### config.mk
export PLATFORM = sky130hd
export DESIGN_NAME = led_pattern_seq_flat
export DESIGN_NICKNAME = d
export VERILOG_FILES = /design/src/rtl/led_pattern_seq_if.sv /design/src/rtl/led_pattern_seq.sv /design/src/flat_wrapper.sv
export SDC_FILE = /design/constraint.sdc
export NUM_CORES = 1
export LEC_CHECK = 0
export ABC_CLOCK_PERIOD_IN_PS = 3900
export CAP_MARGIN = 20
export CORE_UTILIZATION = 58
export DETAILED_ROUTE_END_ITERATION = 7
export GPL_TIMING_DRIVEN = 0
export PLACE_DENSITY = 0.84
export SLEW_MARGIN = 10
export SYNTH_ARGS = -nofsm -noshare
export SYNTH_HDL_FRONTEND = slang
export SYNTH_SLANG_ARGS = --single-unit
### constraint.sdc
create_clock -name CLK -period 3.9 [get_ports CLK]
set_input_delay 0.585 -clock CLK [delete_from_list [all_inputs] [get_ports CLK]]
set_output_delay 0.585 -clock CLK [all_outputs]
set_load 0.05 [all_outputs]
### src/rtl/led_pattern_seq_if.sv
// LED sequencer control/status bundle.
// Master drives run/mode/period, slave returns LED pattern and step strobe.
interface led_pattern_seq_if #(
  parameter int NLEDS     = 8,
  parameter int DIV_WIDTH = 25
);
  logic                 RUN;
  logic [1:0]           MODE;
  logic [DIV_WIDTH-1:0] PERIOD;
  logic [NLEDS-1:0]     LED;
  logic                 STEP;

  modport master (
    output RUN, MODE, PERIOD,
    input  LED, STEP
  );

  modport slave (
    input  RUN, MODE, PERIOD,
    output LED, STEP
  );
endinterface

### src/rtl/led_pattern_seq.sv
// LED pattern sequencer: rotate left/right, bounce, binary count.
// Programmable prescaler tick, run/pause, one-cycle step strobe.
module led_pattern_seq #(
  parameter int NLEDS     = 8,
  parameter int DIV_WIDTH = 25
) (
  input  logic               CLK,
  input  logic               RESETN,
  led_pattern_seq_if.slave   bus
);

  localparam logic [1:0] M_ROL = 2'b00;
  localparam logic [1:0] M_ROR = 2'b01;
  localparam logic [1:0] M_BNC = 2'b10;
  localparam logic [1:0] M_CNT = 2'b11;

  localparam logic [0:0] DIR_UP = 1'b0;
  localparam logic [0:0] DIR_DN = 1'b1;

  localparam logic [NLEDS-1:0] ONE = NLEDS'(1);
  localparam logic [NLEDS-1:0] TOP = ONE << (NLEDS - 1);

  logic [NLEDS-1:0]     led_q, led_d;
  logic [DIV_WIDTH-1:0] cnt_q, cnt_d;
  logic [1:0]           mode_q, mode_d;
  logic [0:0]           dir_q, dir_d;
  logic                 step_q, step_d;

  logic                 reinit;
  logic                 tick;
  logic [NLEDS-1:0]     init_val;

  assign reinit = (bus.MODE != mode_q);
  assign tick   = bus.RUN && !reinit && (cnt_q >= bus.PERIOD);

  always_comb begin
    init_val = ONE;
    unique case (bus.MODE)
      M_ROL: init_val = ONE;
      M_ROR: init_val = TOP;
      M_BNC: init_val = ONE;
      M_CNT: init_val = '0;
      default: init_val = ONE;
    endcase
  end

  always_comb begin
    led_d  = led_q;
    cnt_d  = cnt_q;
    dir_d  = dir_q;
    step_d = 1'b0;
    mode_d = bus.MODE;
    if (reinit) begin
      led_d = init_val;
      cnt_d = '0;
      dir_d = DIR_UP;
    end else if (tick) begin
      cnt_d  = '0;
      step_d = 1'b1;
      unique case (mode_q)
        M_ROL: led_d = {led_q[NLEDS-2:0], led_q[NLEDS-1]};
        M_ROR: led_d = {led_q[0], led_q[NLEDS-1:1]};
        M_BNC: begin
          // end LEDs turn around immediately so each is lit one tick
          if (dir_q == DIR_UP) begin
            if (led_q[NLEDS-1]) begin
              dir_d = DIR_DN;
              led_d = led_q >> 1;
            end else begin
              led_d = led_q << 1;
            end
          end else begin
            if (led_q[0]) begin
              dir_d = DIR_UP;
              led_d = led_q << 1;
            end else begin
              led_d = led_q >> 1;
            end
          end
        end
        M_CNT: led_d = led_q + ONE;
        default: led_d = led_q;
      endcase
    end else if (bus.RUN) begin
      cnt_d = cnt_q + DIV_WIDTH'(1);
    end
  end

  always_ff @(posedge CLK) begin
    if (!RESETN) begin
      led_q  <= ONE;
      cnt_q  <= '0;
      mode_q <= M_ROL;
      dir_q  <= DIR_UP;
      step_q <= 1'b0;
    end else begin
      led_q  <= led_d;
      cnt_q  <= cnt_d;
      mode_q <= mode_d;
      dir_q  <= dir_d;
      step_q <= step_d;
    end
  end

  assign bus.LED  = led_q;
  assign bus.STEP = step_q;

endmodule

### src/flat_wrapper.sv
// flat-port wrapper written by rule: the top's interface ports become plain ports
module led_pattern_seq_flat 
#(
  parameter int NLEDS     = 8,
  parameter int DIV_WIDTH = 25
)
  (CLK, RESETN, bus_RUN, bus_MODE, bus_PERIOD, bus_LED, bus_STEP);
  led_pattern_seq_if #(.NLEDS(NLEDS), .DIV_WIDTH(DIV_WIDTH)) bus_i ();
  input  logic CLK;
  input  logic RESETN;
  input wire logic [$bits(bus_i.RUN)-1:0] bus_RUN;
  input wire logic [$bits(bus_i.MODE)-1:0] bus_MODE;
  input wire logic [$bits(bus_i.PERIOD)-1:0] bus_PERIOD;
  output wire logic [$bits(bus_i.LED)-1:0] bus_LED;
  output wire logic [$bits(bus_i.STEP)-1:0] bus_STEP;
  assign bus_i.RUN = bus_RUN;
  assign bus_i.MODE = bus_MODE;
  assign bus_i.PERIOD = bus_PERIOD;
  assign bus_LED = bus_i.LED;
  assign bus_STEP = bus_i.STEP;
  led_pattern_seq #(.NLEDS(NLEDS), .DIV_WIDTH(DIV_WIDTH)) u_core (.CLK(CLK), .RESETN(RESETN), .bus(bus_i));
endmodule
==> After elaboration in Yosys (flattened, before gate mapping) <==
Cells that the tools add are included.
{ "totals": {"reg_bits": 37, "in_bits": 30, "out_inout_bits": 9, "wordCells": 37} }
{ "op_classes": {"addsub": 2, "magnitude_cmp": 1, "n_eq_ne": 7, "muxes": 11, "n_bitwise": 1, "reduce_logical": 10} }
{ "ops": {"columns": ["cell", "n"], "rows": [
  ["8-bit 2-to-1 mux", 5],
  ["8-bit case mux with 4 select lines", 1],
  ["25-bit by 1-bit adder with 25-bit output, second input constant", 1],
  ["25-bit greater-or-equal comparator", 1],
  ["8-bit case mux with 3 select lines", 1],
  ["8-bit by 1-bit adder with 8-bit output, second input constant", 1],
  ["2-bit equality test, second input constant", 4],
  ["2-bit by 1-bit equality test with 1-bit output, second input constant", 2],
  ["2-bit logical NOT", 2],
  ["1-bit 2-to-1 mux", 4],
  ["2-bit OR reduction", 2],
  ["3-bit OR reduction", 1],
  ["1-bit logical AND", 2],
  ["2-bit != test", 1],
  ["2-bit AND reduction", 1],
  ["2-bit nonzero test", 1],
  ["1-bit logical NOT", 1],
  ["1-bit inverter", 1]
]} }

==> Longest topological paths before layout <==
{ "logic_depth": {"ltp_word": 6, "mapped_depth": 9, "mapped_depth_nobuf": 8} }

==> Worst setup path after synthesis <==
OpenSTA, ideal clock, no wires.
{ "synth_path": {"path_kind": "input-to-reg", "from": "input port bus_PERIOD[15]", "to": "register u_core.led_q[1] (netlist: u_core.bus.LED[1])", "setup_time_ps": 72, "arrival_time_ps": 2195, "required_time_ps": 3828, "path_slack_ps": 1633, "stages": 9, "path_buffers": 1, "path_cell_list": "inv_1 -> ha_1 -> nand4_2 -> nor3_1 -> a2111oi_2 -> o211a_4 -> and2_4 -> buf_6 -> mux2i_1"} }
{ "synth_via": {"elab_chain_len": 3} }
{ "synth_rtl": {"columns": ["element", "line_no", "text"], "rows": [
  ["start: declaration", "flat_wrapper.sv:13", "input wire logic [$bits(bus_i.PERIOD)-1:0] bus_PERIOD;"],
  ["25-bit greater-or-equal comparator", "led_pattern_seq.sv:34", "assign tick = bus.RUN && !reinit && (cnt_q >= bus.PERIOD);"],
  ["1-bit logical AND", "led_pattern_seq.sv:34", null],
  ["2-bit nonzero test (no line)", null, null],
  ["end signal: assignment", "led_pattern_seq.sv:97", "led_q <= led_d;"],
  ["end: declaration", "led_pattern_seq.sv:23", "logic [NLEDS-1:0] led_q, led_d;"]
]} }
No other way between the ends.
A chain may end at the register's enable or synchronous reset.

==> Final worst setup path <==
{ "layout_path": {"from": "input port bus_PERIOD[16]", "to": "register u_core.led_q[4] (netlist: u_core.bus.LED[4])"} }
Same word-level chain as after synthesis.

==> metrics.cfg <==
[yosys]
synth_nets=406
synth_flop_cell=dfxtp_1
syn_inst=348
yosysTopAreaCell=dfxtp_1
synth-seq-cells=37
synth_top_area_share_pct=26.8
synthArstFlopShare_pct=0
netlist_area_um2=2770
synth.most_common_cell=nor2_1
synth-edff-count=0
yosysWarnings=0
syn_area_per_cell_um2=7.96
netlist_top_cells_count=nor2_1, dfxtp_1, inv_1, nand2_1, ha_1
yosysSeqAreaShare_pct=26.8
synth_area_leaders=dfxtp_1, ha_1, xnor2_1
synthDistinctLibCells=54

[final_layout]
layout-drive-gt1-share_pct=6.87
area_growth_pct=19.9
fillers=350
fin_nets=450
n_antenna_cell=0
fin_util_pct=74.2

[timing]
finalSetupViolCount=0
fin_crit_ps=2680
clock.fmax_ghz=0.373
hold_ws_ps=558
fin_setup_tns_ps=0
tightest_slew_ps=602
clock_skew_ps=4.77
period_share_pct=68.7
worst_slew_margin_rel_pct=59.9
hold_viol=0
rsz0062_at_grt=false
final_max_slew_viol_count=0

[global_route]
antenna_found_initial=0
grt_max_degree=12
grt_pass1_vias=2411
grt_pass1_wl_um=10500
track_usage_pct=25.8
grt_overflow=0

[critical_path]
worstSetupPathType=in -> reg
path_delay_family=compound AO/OA/AOI/OAI gates
crit_fanout=8
critPathLaunchType=input port
arrival_ps=2890
critPathBufInv=3
crit_chain=clkdlybuf4s50_1, inv_1, ha_1, nand4_2, nor3_1, a2111oi_2, o211a_4, and2_4, buf_6, mux2i_1
cp_slowest_stage_delay_ps=470
required_ps=4110
r2r_setup_slack_ps=1620
critPathCaptureType=flip-flop
crit_slowest_cell=a2111oi_2

[clocking]
cts_tree=built
clkTransAtPathRegs_ps=80
cts_made_buffers=5
ctsResizeCount=0
clockBufferDepth=2
htree_levels=2
clkSinkCount=37
root_buffer=clkbuf_8
clkLatencyLatePin_ps=290
postCtsSetupRepairBufs=0
cts.hold.buffers_added=0

[floorplan]
core_um2=4470
start_util_pct=61.9
ioPinCount=39
die_w_um=71.1
dieHeight_um=71.1
dieArea_um2=5050
rows=24

[flow_run]
drv_cap=0

[power_and_ir_drop]
powerDensity_nw_per_um2=259
p_leak_nw=1.38
ir_worst_vdd_uv=164

[placed_design]
numPortBuffers=37
place.detailed.hpwl_um=4700
gp_congestion=0.936

[routing]
vias=2544
vias_per_cell=5.72
drt_iter0_markers=297
dr.pass1.iters=7
wirelength_um=6080
route.detailed.drc=3
drt-wirelength-per-cell_um=13.7
antenna_left=0

[status]
status=finished, violations left
violations=DRC

[min_path]
hold_path.class=reg -> reg

layout make-up:
class                           count  area [um2]  area share (%)
Multi-Input combinational cell    264        1830            55.0
Sequential cell                    37         741            22.3
Timing Repair Buffer               37         370            11.2
Inverter                           35         131            3.96
Clock buffer                        7        86.3            2.60
Buffer                             12        68.8            2.07
Tap cell                           52        65.1            1.96
Clock inverter                      1        30.0           0.904
logic make-up (layout without fill, tap and decap cells):
kind of cell	after synthesis	count (layout)	share of synthesized area [%]
AND/OR/NAND/NOR	141	141	25.7
AO/OA/AOI/OAI	54	54	13.8
buffers and inverters	47	92	7.23
flip-flops	37	37	26.8
XOR/XNOR	31	31	9.81
adder cells (fa/ha/maj)	28	28	12.7
multiplexers	10	10	4.07
tightest hold or removal path, cell delays in order (launching register included):
cell and delay (ps):
dfxtp_1 370, xnor2_1 80, nor2_1 70
per-layer routing:
layer | GRT usage [%] | vias up | share of wire [%]
li1 | - | 1278 | -
met1 | 33.6 | 1183 | 45
met2 | 44.1 | 74 | 49
met3 | 3.85 | 9 | 4.7
met4 | 8.22 | 0 | 1.3
met5 | 0 | - | 0
path summary, 6_finish.rpt:
check | cells after the start | to | startpoint
max | 10 | u_core.bus.LED[4]$_SDFFE_PN0P_ | bus_PERIOD[16]
min | 2 | u_core.cnt_q[21]$_SDFFE_PP0P_ | u_core.cnt_q[21]$_SDFFE_PP0P_
max reg2reg | 8 | u_core.bus.LED[4]$_SDFFE_PN0P_ | u_core.cnt_q[14]$_SDFFE_PP0P_
min reg2reg | 2 | u_core.cnt_q[21]$_SDFFE_PP0P_ | u_core.cnt_q[21]$_SDFFE_PP0P_
through the flow:
stage	total power [mW]	std cells	instance area, um2	worst slack (ps)
floorplan	0.467	348	2770	1630
finish	0.860	445	3320	1220
global placement	0.515	437	3200	967
detailed placement	0.518	437	3200	897
global route	0.892	445	3320	1100
CTS	0.861	445	3320	1200
registers in the layout (all words and copies together), names as in the netlist:
| register | cells |
|---|---|
| u_core.cnt_q | 25 |
| u_core.bus.STEP | 1 |
| u_core.bus.LED | 8 |
| u_core.dir_q | 1 |
| u_core.mode_q | 2 |
cell usage in the layout, fill, tap and decap left out, types with 2 or more instances in the layout:
cell type and n:
a21boi_0 2, and2_1 9, o21ai_0 8, nand3_1 15, o211ai_1 2, o221ai_1 2
nor3_1 5, and4_1 3, clkbuf_8 6, and3_1 4, a31oi_1 2, dfxtp_1 37
a21o_1 3, o311ai_0 2, nor2b_1 4, nor2_1 44, or3_1 2, ha_1 28
or2_2 2, nand2_1 35, nand3_4 2, buf_2 4, clkbuf_1 6, o31a_1 2
buf_6 2, o31ai_1 2, xnor2_1 19, a21oi_1 14, xor2_1 12, clkdlybuf4s50_1 37
mux2i_1 9, nand4_1 9, o21a_1 2, inv_1 35
power by group:
| group | internal, mW | switching [mW] | total [mW] |
|---|---|---|---|
| registers | 0.381 | 0.00483 | 0.386 |
| clock network | 0.209 | 0.140 | 0.349 |
| logic | 0.0590 | 0.0664 | 0.125 |
Power figures use the tool's default switching activity.
